--- src/rtl/trans_pkg.sv ---
// Shared definitions for the transaction-layer control FSM: state encoding and bank defaults.
package trans_pkg;

    localparam logic [2:0] ST_RESET  = 3'd0;
    localparam logic [2:0] ST_INIT   = 3'd1;
    localparam logic [2:0] ST_IDLE   = 3'd2;
    localparam logic [2:0] ST_ACTIVE = 3'd3;
    localparam logic [2:0] ST_ERROR  = 3'd4;

    localparam int NUM_FIFOS_DEF  = 8;
    localparam int FIFO_DEPTH_DEF = 8;

endpackage

--- src/rtl/prio_enc_low.sv ---
// Lowest-set-bit priority encoder with an any-bit-set flag.
module prio_enc_low #(
    parameter int NUM_FIFOS    = 8,
    parameter int FIFO_ID_SIZE = $clog2(NUM_FIFOS)
) (
    input  logic [NUM_FIFOS-1:0]    req_i,
    output logic [FIFO_ID_SIZE-1:0] idx_o,
    output logic                    any_o
);

    always_comb begin
        idx_o = '0;
        any_o = |req_i;
        // Scan downwards so the lowest set index is written last and wins.
        for (int i = NUM_FIFOS - 1; i >= 0; i--) begin
            if (req_i[i]) idx_o = FIFO_ID_SIZE'(i);
        end
    end

endmodule

--- src/rtl/trans_ctrl_fsm.sv ---
// Transaction-layer control FSM: reset/init/idle/active sequencing with a sticky error state.
// Optional threshold-pair validation in INIT is enabled by defining TRANS_FSM_THRESH_CHECK_EN.
module trans_ctrl_fsm
    import trans_pkg::*;
#(
    parameter int NUM_FIFOS     = NUM_FIFOS_DEF,
    parameter int FIFO_DEPTH    = FIFO_DEPTH_DEF,
    parameter int FIFO_PTR_SIZE = $clog2(FIFO_DEPTH),
    parameter int FIFO_ID_SIZE  = $clog2(NUM_FIFOS)
) (
    input  logic                     clk,
    input  logic                     reset_L,
    input  logic                     init,
    input  logic [FIFO_PTR_SIZE-1:0] almost_empty_threshold_input,
    input  logic [FIFO_PTR_SIZE-1:0] almost_full_threshold_input,
    input  logic [NUM_FIFOS-1:0]     FIFOs_empty,
    input  logic [NUM_FIFOS-1:0]     FIFOs_error,
    output logic [FIFO_PTR_SIZE-1:0] almost_empty_threshold,
    output logic [FIFO_PTR_SIZE-1:0] almost_full_threshold,
    output logic                     idle,
    output logic                     active,
    output logic                     error,
    output logic [FIFO_ID_SIZE-1:0]  error_fifo_id,
    output logic [2:0]               state,
    output logic                     cfg_invalid
);

    logic [2:0]               state_q, state_d;
    logic [FIFO_PTR_SIZE-1:0] ae_q, ae_d;
    logic [FIFO_PTR_SIZE-1:0] af_q, af_d;
    logic [FIFO_ID_SIZE-1:0]  err_id_q, err_id_d;
    logic [FIFO_ID_SIZE-1:0]  err_idx;
    logic                     err_any;
    logic                     cfg_ok;

    prio_enc_low #(
        .NUM_FIFOS    (NUM_FIFOS),
        .FIFO_ID_SIZE (FIFO_ID_SIZE)
    ) u_err_enc (
        .req_i (FIFOs_error),
        .idx_o (err_idx),
        .any_o (err_any)
    );

`ifdef TRANS_FSM_THRESH_CHECK_EN
    logic cfg_inv_q, cfg_inv_d;

    assign cfg_ok      = almost_empty_threshold_input < almost_full_threshold_input;
    assign cfg_inv_d   = (state_q == ST_INIT) && !cfg_ok;
    assign cfg_invalid = cfg_inv_q;

    always_ff @(posedge clk or negedge reset_L) begin
        if (!reset_L) cfg_inv_q <= 1'b0;
        else          cfg_inv_q <= cfg_inv_d;
    end
`else
    assign cfg_ok      = 1'b1;
    assign cfg_invalid = 1'b0;
`endif

    always_comb begin
        state_d  = state_q;
        err_id_d = err_id_q;
        ae_d     = ae_q;
        af_d     = af_q;
        case (state_q)
            ST_RESET: state_d = ST_INIT;
            ST_INIT: begin
                if (cfg_ok) begin
                    ae_d = almost_empty_threshold_input;
                    af_d = almost_full_threshold_input;
                end
                if (!init) state_d = ST_IDLE;
            end
            ST_IDLE, ST_ACTIVE: begin
                if (err_any) begin
                    state_d  = ST_ERROR;
                    err_id_d = err_idx;
                end else if (init) begin
                    state_d = ST_INIT;
                end else if (!(&FIFOs_empty)) begin
                    state_d = ST_ACTIVE;
                end else begin
                    state_d = ST_IDLE;
                end
            end
            ST_ERROR: if (init) state_d = ST_INIT;
            default:  state_d = ST_RESET;
        endcase
        // Every fresh entry into INIT starts with a clean fault record.
        if (state_d == ST_INIT && state_q != ST_INIT) err_id_d = '0;
    end

    always_ff @(posedge clk or negedge reset_L) begin
        if (!reset_L) begin
            state_q  <= ST_RESET;
            ae_q     <= '0;
            af_q     <= '0;
            err_id_q <= '0;
        end else begin
            state_q  <= state_d;
            ae_q     <= ae_d;
            af_q     <= af_d;
            err_id_q <= err_id_d;
        end
    end

    assign state                  = state_q;
    assign idle                   = (state_q == ST_IDLE);
    assign active                 = (state_q == ST_ACTIVE);
    assign error                  = (state_q == ST_ERROR);
    assign error_fifo_id          = err_id_q;
    assign almost_empty_threshold = ae_q;
    assign almost_full_threshold  = af_q;

endmodule

--- config.mk ---
export PLATFORM = sky130hd
export DESIGN_NAME = trans_ctrl_fsm
export DESIGN_NICKNAME = d
export VERILOG_FILES = /design/src/rtl/trans_pkg.sv /design/src/rtl/prio_enc_low.sv /design/src/rtl/trans_ctrl_fsm.sv
export SDC_FILE = /design/constraint.sdc
export NUM_CORES = 1
export LEC_CHECK = 0
export CAP_MARGIN = 5
export CELL_PAD_IN_SITES_DETAIL_PLACEMENT = 1
export CELL_PAD_IN_SITES_GLOBAL_PLACEMENT = 2
export CORE_MARGIN = 2
export CORE_UTILIZATION = 22
export CTS_CLUSTER_DIAMETER = 100
export DETAILED_ROUTE_END_ITERATION = 16
export PLACE_DENSITY_LB_ADDON = 0.25
export SLEW_MARGIN = 20
export SYNTH_ARGS = -nofsm -noshare
export SYNTH_HDL_FRONTEND = slang
export SYNTH_HIERARCHICAL = 1
export SYNTH_SLANG_ARGS = --single-unit
--- constraint.sdc ---
create_clock -name clk -period 2.6 [get_ports clk]
set_input_delay 0.78 -clock clk [delete_from_list [all_inputs] [get_ports clk]]
set_output_delay 0.78 -clock clk [all_outputs]
set_load 0.02 [all_outputs]
# After elaboration in Yosys (flattened, before gate mapping)
# Index checks and enable logic that the tools add are counted.
[word_totals]
regBits = 12
in_bits = 25
out_inout_bits = 16
[classes]
eq_ne = 6
mux = 17
n_reduce_logical = 8
[ops]
columns = ["cell", "count"]
rows = [
  ["$mux W3", 14],
  ["$pmux W3 S4", 1],
  ["$reduce_and A8 Y1", 1],
  ["$reduce_or A8 Y1", 1],
  ["$eq A3 B1 Y1 const B", 2],
  ["$eq A3 B2 Y1 const B", 2],
  ["$reduce_bool A2 Y1", 2],
  ["$eq A3 B3 Y1 const B", 1],
  ["$logic_not A3 Y1", 1],
  ["$ne A3 B1 Y1 const B", 1],
  ["$mux W2", 1],
  ["$reduce_and A2 Y1", 1],
  ["$reduce_or A2 Y1", 1],
  ["$logic_and A1 B1 Y1", 1],
  ["$mux W1", 1],
]

# Longest topological paths before layout
[depth]
depth_word = 11
ltp_mapped = 6
ltp_nobuf = 6

# Cells and area by module
# Netlist, hierarchy kept.
[modules_own_cells]
columns = ["mod", "instances", "cells_each", "area_each_um2", "seq_area_each_um2"]
rows = [
  ["trans_ctrl_fsm", 1, 48, 599.3, 300.3],
  ["prio_enc_low", 1, 13, 81.3, 0.0],
]

# Worst setup path after synthesis
# Ideal clock, no wire load.
[synth_timing]
path_type = "register -> output"
startpoint = "register state_q[1] (netlist: state[1])"
endpoint = "output idle"
t_arrival_ns = 1.152
slack_ns = 0.668
path_stages_with_launch = 3
path_buffers = 1
path_cell_list = "dfrtp_1 -> buf_6 -> nor3b_1"
[synth_between]
elab_chain_len = 1
[synth_lines]
columns = ["item", "line_no", "text"]
rows = [
  ["from (decl)", "trans_ctrl_fsm.sv:28", "logic [2:0] state_q, state_d;"],
  ["from (signal assigned)", "trans_ctrl_fsm.sv:101", "state_q <= state_d;"],
  ["$eq A3 B2 Y1", "trans_ctrl_fsm.sv:109", "assign idle = (state_q == ST_IDLE);"],
  ["to (decl)", "trans_ctrl_fsm.sv:20", "output logic idle,"],
]
# Every way passes these cells.

# Worst setup path after layout
[layout_timing]
startpoint = "register state_q[1] (netlist: state[1])"
endpoint = "output error"
[layout_between]
elab_chain_len = 1
[layout_lines]
columns = ["item", "line_no", "text"]
rows = [
  ["$eq A3 B3 Y1", "trans_ctrl_fsm.sv:111", "assign error = (state_q == ST_ERROR);"],
  ["to (decl)", "trans_ctrl_fsm.sv:22", "output logic error,"],
]
# Every way passes these cells.

==> impl_metrics.py <==
metrics = {
    "clocking": {
        "cts_tree": "done",
        "cts_sinks": 12,
        "holdBufCountCts": 0,
        "clk_latency_ns": 0.27,
        "ctsResizeCount": 0,
        "cts_setup_buffers": 0,
        "h-tree-depth": 1,
        "cts-root-buf": "clkbuf_4",
        "clkTransAtPathRegs_ns": 0.07,
        "numCtsBuffers": 3,
        "clockBufferDepth": 2,
    },
    "detailed_routing": {
        "routed_via_density": 4.60,
        "vias": 617,
        "drtAntennaViolNets": 0,
        "drtIter0Drc": 12,
        "wl_per_cell_um": 12.7,
        "drc": 0,
        "drt-pass1-iter-count": 4,
        "routed_wl_um": 1700,
    },
    "grt": {
        "overflow": 0,
        "grt_usage": 0.113,
        "grt_pass1_vias": 658,
        "grt_pass1_wl_um": 3010,
        "grt_max_degree": 13,
        "antenna_found_initial": 0,
    },
    "logic_synthesis": {
        "yosysSeqAreaShare": 0.441,
        "synthDistinctLibCells": 31,
        "syn_area_um2": 681,
        "postSynthCellCount": 61,
        "yosysWarnings": 6,
        "ys_ff_latch": 12,
        "syn-num-nets": 86,
        "syn_area_per_cell_um2": 11.2,
    },
    "flow_run": {
        "drv_cap": 0,
    },
    "final_layout": {
        "regArea_um2": 302,
        "synthToLayoutAreaGrowth_pct": 64.5,
        "drive_gt1_frac": 0.168,
        "nNetsFinal": 127,
        "nFillCells": 348,
        "multi_input_area_um2": 343,
        "diodes": 0,
        "finalNonFillerCells": 134,
    },
    "setup_path": {
        "critical_path_required_ns": 1.82,
        "arrival_ns": 1.72,
        "critPathKind": "reg -> out",
        "path_max_fanout": 10,
        "worstSetupEndpointType": "primary output",
        "critPathLaunchType": "register",
    },
    "sta": {
        "fin_crit_sh": 0.960,
        "rsz0062_at_grt": "false",
        "finalHoldViolCount": 0,
        "fin_tns_setup_ns": 0,
        "tightest_slew_ns": 0.554,
        "drv_slew": 0,
        "clock_skew_ns": 0.000473,
        "max_slew_margin": 0.630,
        "max_freq_ghz": 0.401,
        "setup_viol": 0,
        "fin_crit_ns": 2.50,
    },
    "power_and_ir_drop": {
        "p_leak_uw": 0.000458,
        "power_density_nw_per_um2": 983,
        "peakVddDrop_mv": 0.306,
    },
    "worst_hold_path": {
        "hp-class": "reg -> reg",
    },
    "floorplan": {
        "die_y_um": 59.6,
        "fp.dieArea_um2": 3550,
        "rows": 20,
        "chipWidth_um": 59.6,
        "io_pins": 41,
        "coreArea_um2": 3000,
        "start_util": 0.227,
    },
    "place": {
        "placed_cells": 130,
        "port_buffers": 39,
        "hpwl_um": 1430,
        "routabilityCongestion": 0.711,
    },
    "run_status": {
        "status": "finished, final reports clean",
    },
}
registers in the layout (all words and copies together) (netlist names):
name and cells:
almost_empty_threshold 3, error_fifo_id 3, state 3, almost_full_threshold 3
cell usage in the layout, fill, tap and decap left out, types with 2 or more instances in the layout:
master | netlist | layout
dfrtp_1 | 12 | 11
a21oi_1 | 4 | 4
nand3_1 | 2 | 2
nor2_1 | 4 | 4
mux2i_1 | 4 | 4
inv_1 | 2 | 2
clkdlybuf4s50_1 | 0 | 39
clkbuf_4 | 0 | 3
mux2_2 | 6 | 6
nand2_1 | 3 | 3
power by group:
part | total, uW | switching, uW | internal (uW)
Clock | 148 | 62.5 | 85.1
Combinational | 602 | 270 | 332
Sequential | 352 | 82.8 | 269
cells in the mapped netlist:
library cell / n / area (um^2)
inv_1: 2 / 7.51
o21a_1: 1 / 7.51
dfrtp_1: 12 / 300
nor4_2: 1 / 12.5
buf_4: 1 / 7.51
and3b_2: 1 / 10.0
nor4_1: 1 / 6.26
nand3b_1: 1 / 7.51
nand2b_1: 1 / 6.26
mux2i_1: 4 / 40.0
o21ai_0: 1 / 5.00
maj3_2: 1 / 11.3
conb_1: 1 / 3.75
nand4_1: 1 / 6.26
nand3_1: 2 / 10.0
a2111oi_0: 1 / 8.76
a21oi_1: 4 / 20.0
nor2b_1: 1 / 6.26
nand2_1: 3 / 11.3
a21boi_0: 1 / 7.51
nor3b_4: 1 / 18.8
mux2_2: 6 / 67.6
or3b_1: 1 / 8.76
and3b_1: 1 / 8.76
nor3b_1: 1 / 7.51
o22ai_2: 1 / 12.5
o41ai_1: 1 / 8.76
buf_6: 2 / 22.5
and2_2: 1 / 7.51
o21bai_1: 1 / 7.51
nor2_1: 4 / 15.0
routing by layer:
layer / wire length, um / vias up / GRT usage
met5: 0 / - / 0
met1: 802 / 300 / 0.147
met2: 794 / 18 / 0.179
li1: - / 297 / -
met3: 82 / 2 / 0.0393
met4: 19 / 0 / 0.0286
cell type report:
cell class,instances,area share
multi-input cells,44,0.306
well taps,33,0.0369
repair buffers,39,0.349
flip-flops and latches,12,0.269
clock buffers,4,0.0324
inverters,2,0.00670
stage by stage:
step / hold WS [ns] / total power [uW] / util / area (um^2) / setup slack [ns]
detailed placement: 0.496 / 962 / 0.360 / 1080 / 0.0419
global route: 0.541 / 1180 / 0.373 / 1120 / 0.00973
finish: 0.509 / 1100 / 0.373 / 1120 / 0.104
global placement: 0.492 / 952 / 0.360 / 1080 / 0.0974
floorplan: 0.484 / 707 / - / 681 / 0.668
CTS: 0.515 / 1120 / 0.373 / 1120 / 0.0429
path summary, 6_finish.rpt:
kind                            cells past startpoint                                     to  slack [ns]                            startpoint
worst min-delay path                                1   almost_full_threshold[2]$_DFFE_PN0P_        0.51  almost_full_threshold[2]$_DFFE_PN0P_
min in group asynchronous                           1  almost_empty_threshold[2]$_DFFE_PN0P_        0.86                               reset_L
max in group asynchronous                           1                     state[1]$_DFF_PN0_        1.34                               reset_L
worst min register to register                      1   almost_full_threshold[2]$_DFFE_PN0P_        0.51  almost_full_threshold[2]$_DFFE_PN0P_
worst max-delay path                                3                                  error        0.10                    state[1]$_DFF_PN0_
worst max register to register                      3           error_fifo_id[1]$_DFFE_PN0P_        1.23                    state[2]$_DFF_PN0_
logic make-up (layout without fill, tap and decap cells):
kind of cell,Yosys count,in the layout,synth area share
other,1,1,0.00551
adder cells (fa/ha/maj),1,1,0.0165
flip-flops,12,12,0.441
buffers and inverters,5,45,0.0552
AO/OA/AOI/OAI,11,11,0.114
AND/OR/NAND/NOR,21,21,0.210
multiplexers,10,10,0.158
worst max-delay path, stage by stage, from the launching register on:
cell,delay (ns)
dfrtp_2,0.49
nor2_1,0.20
and2_2,0.16
clkdlybuf4s50_1,0.59
No activity file was read; power rests on OpenSTA's default activity.
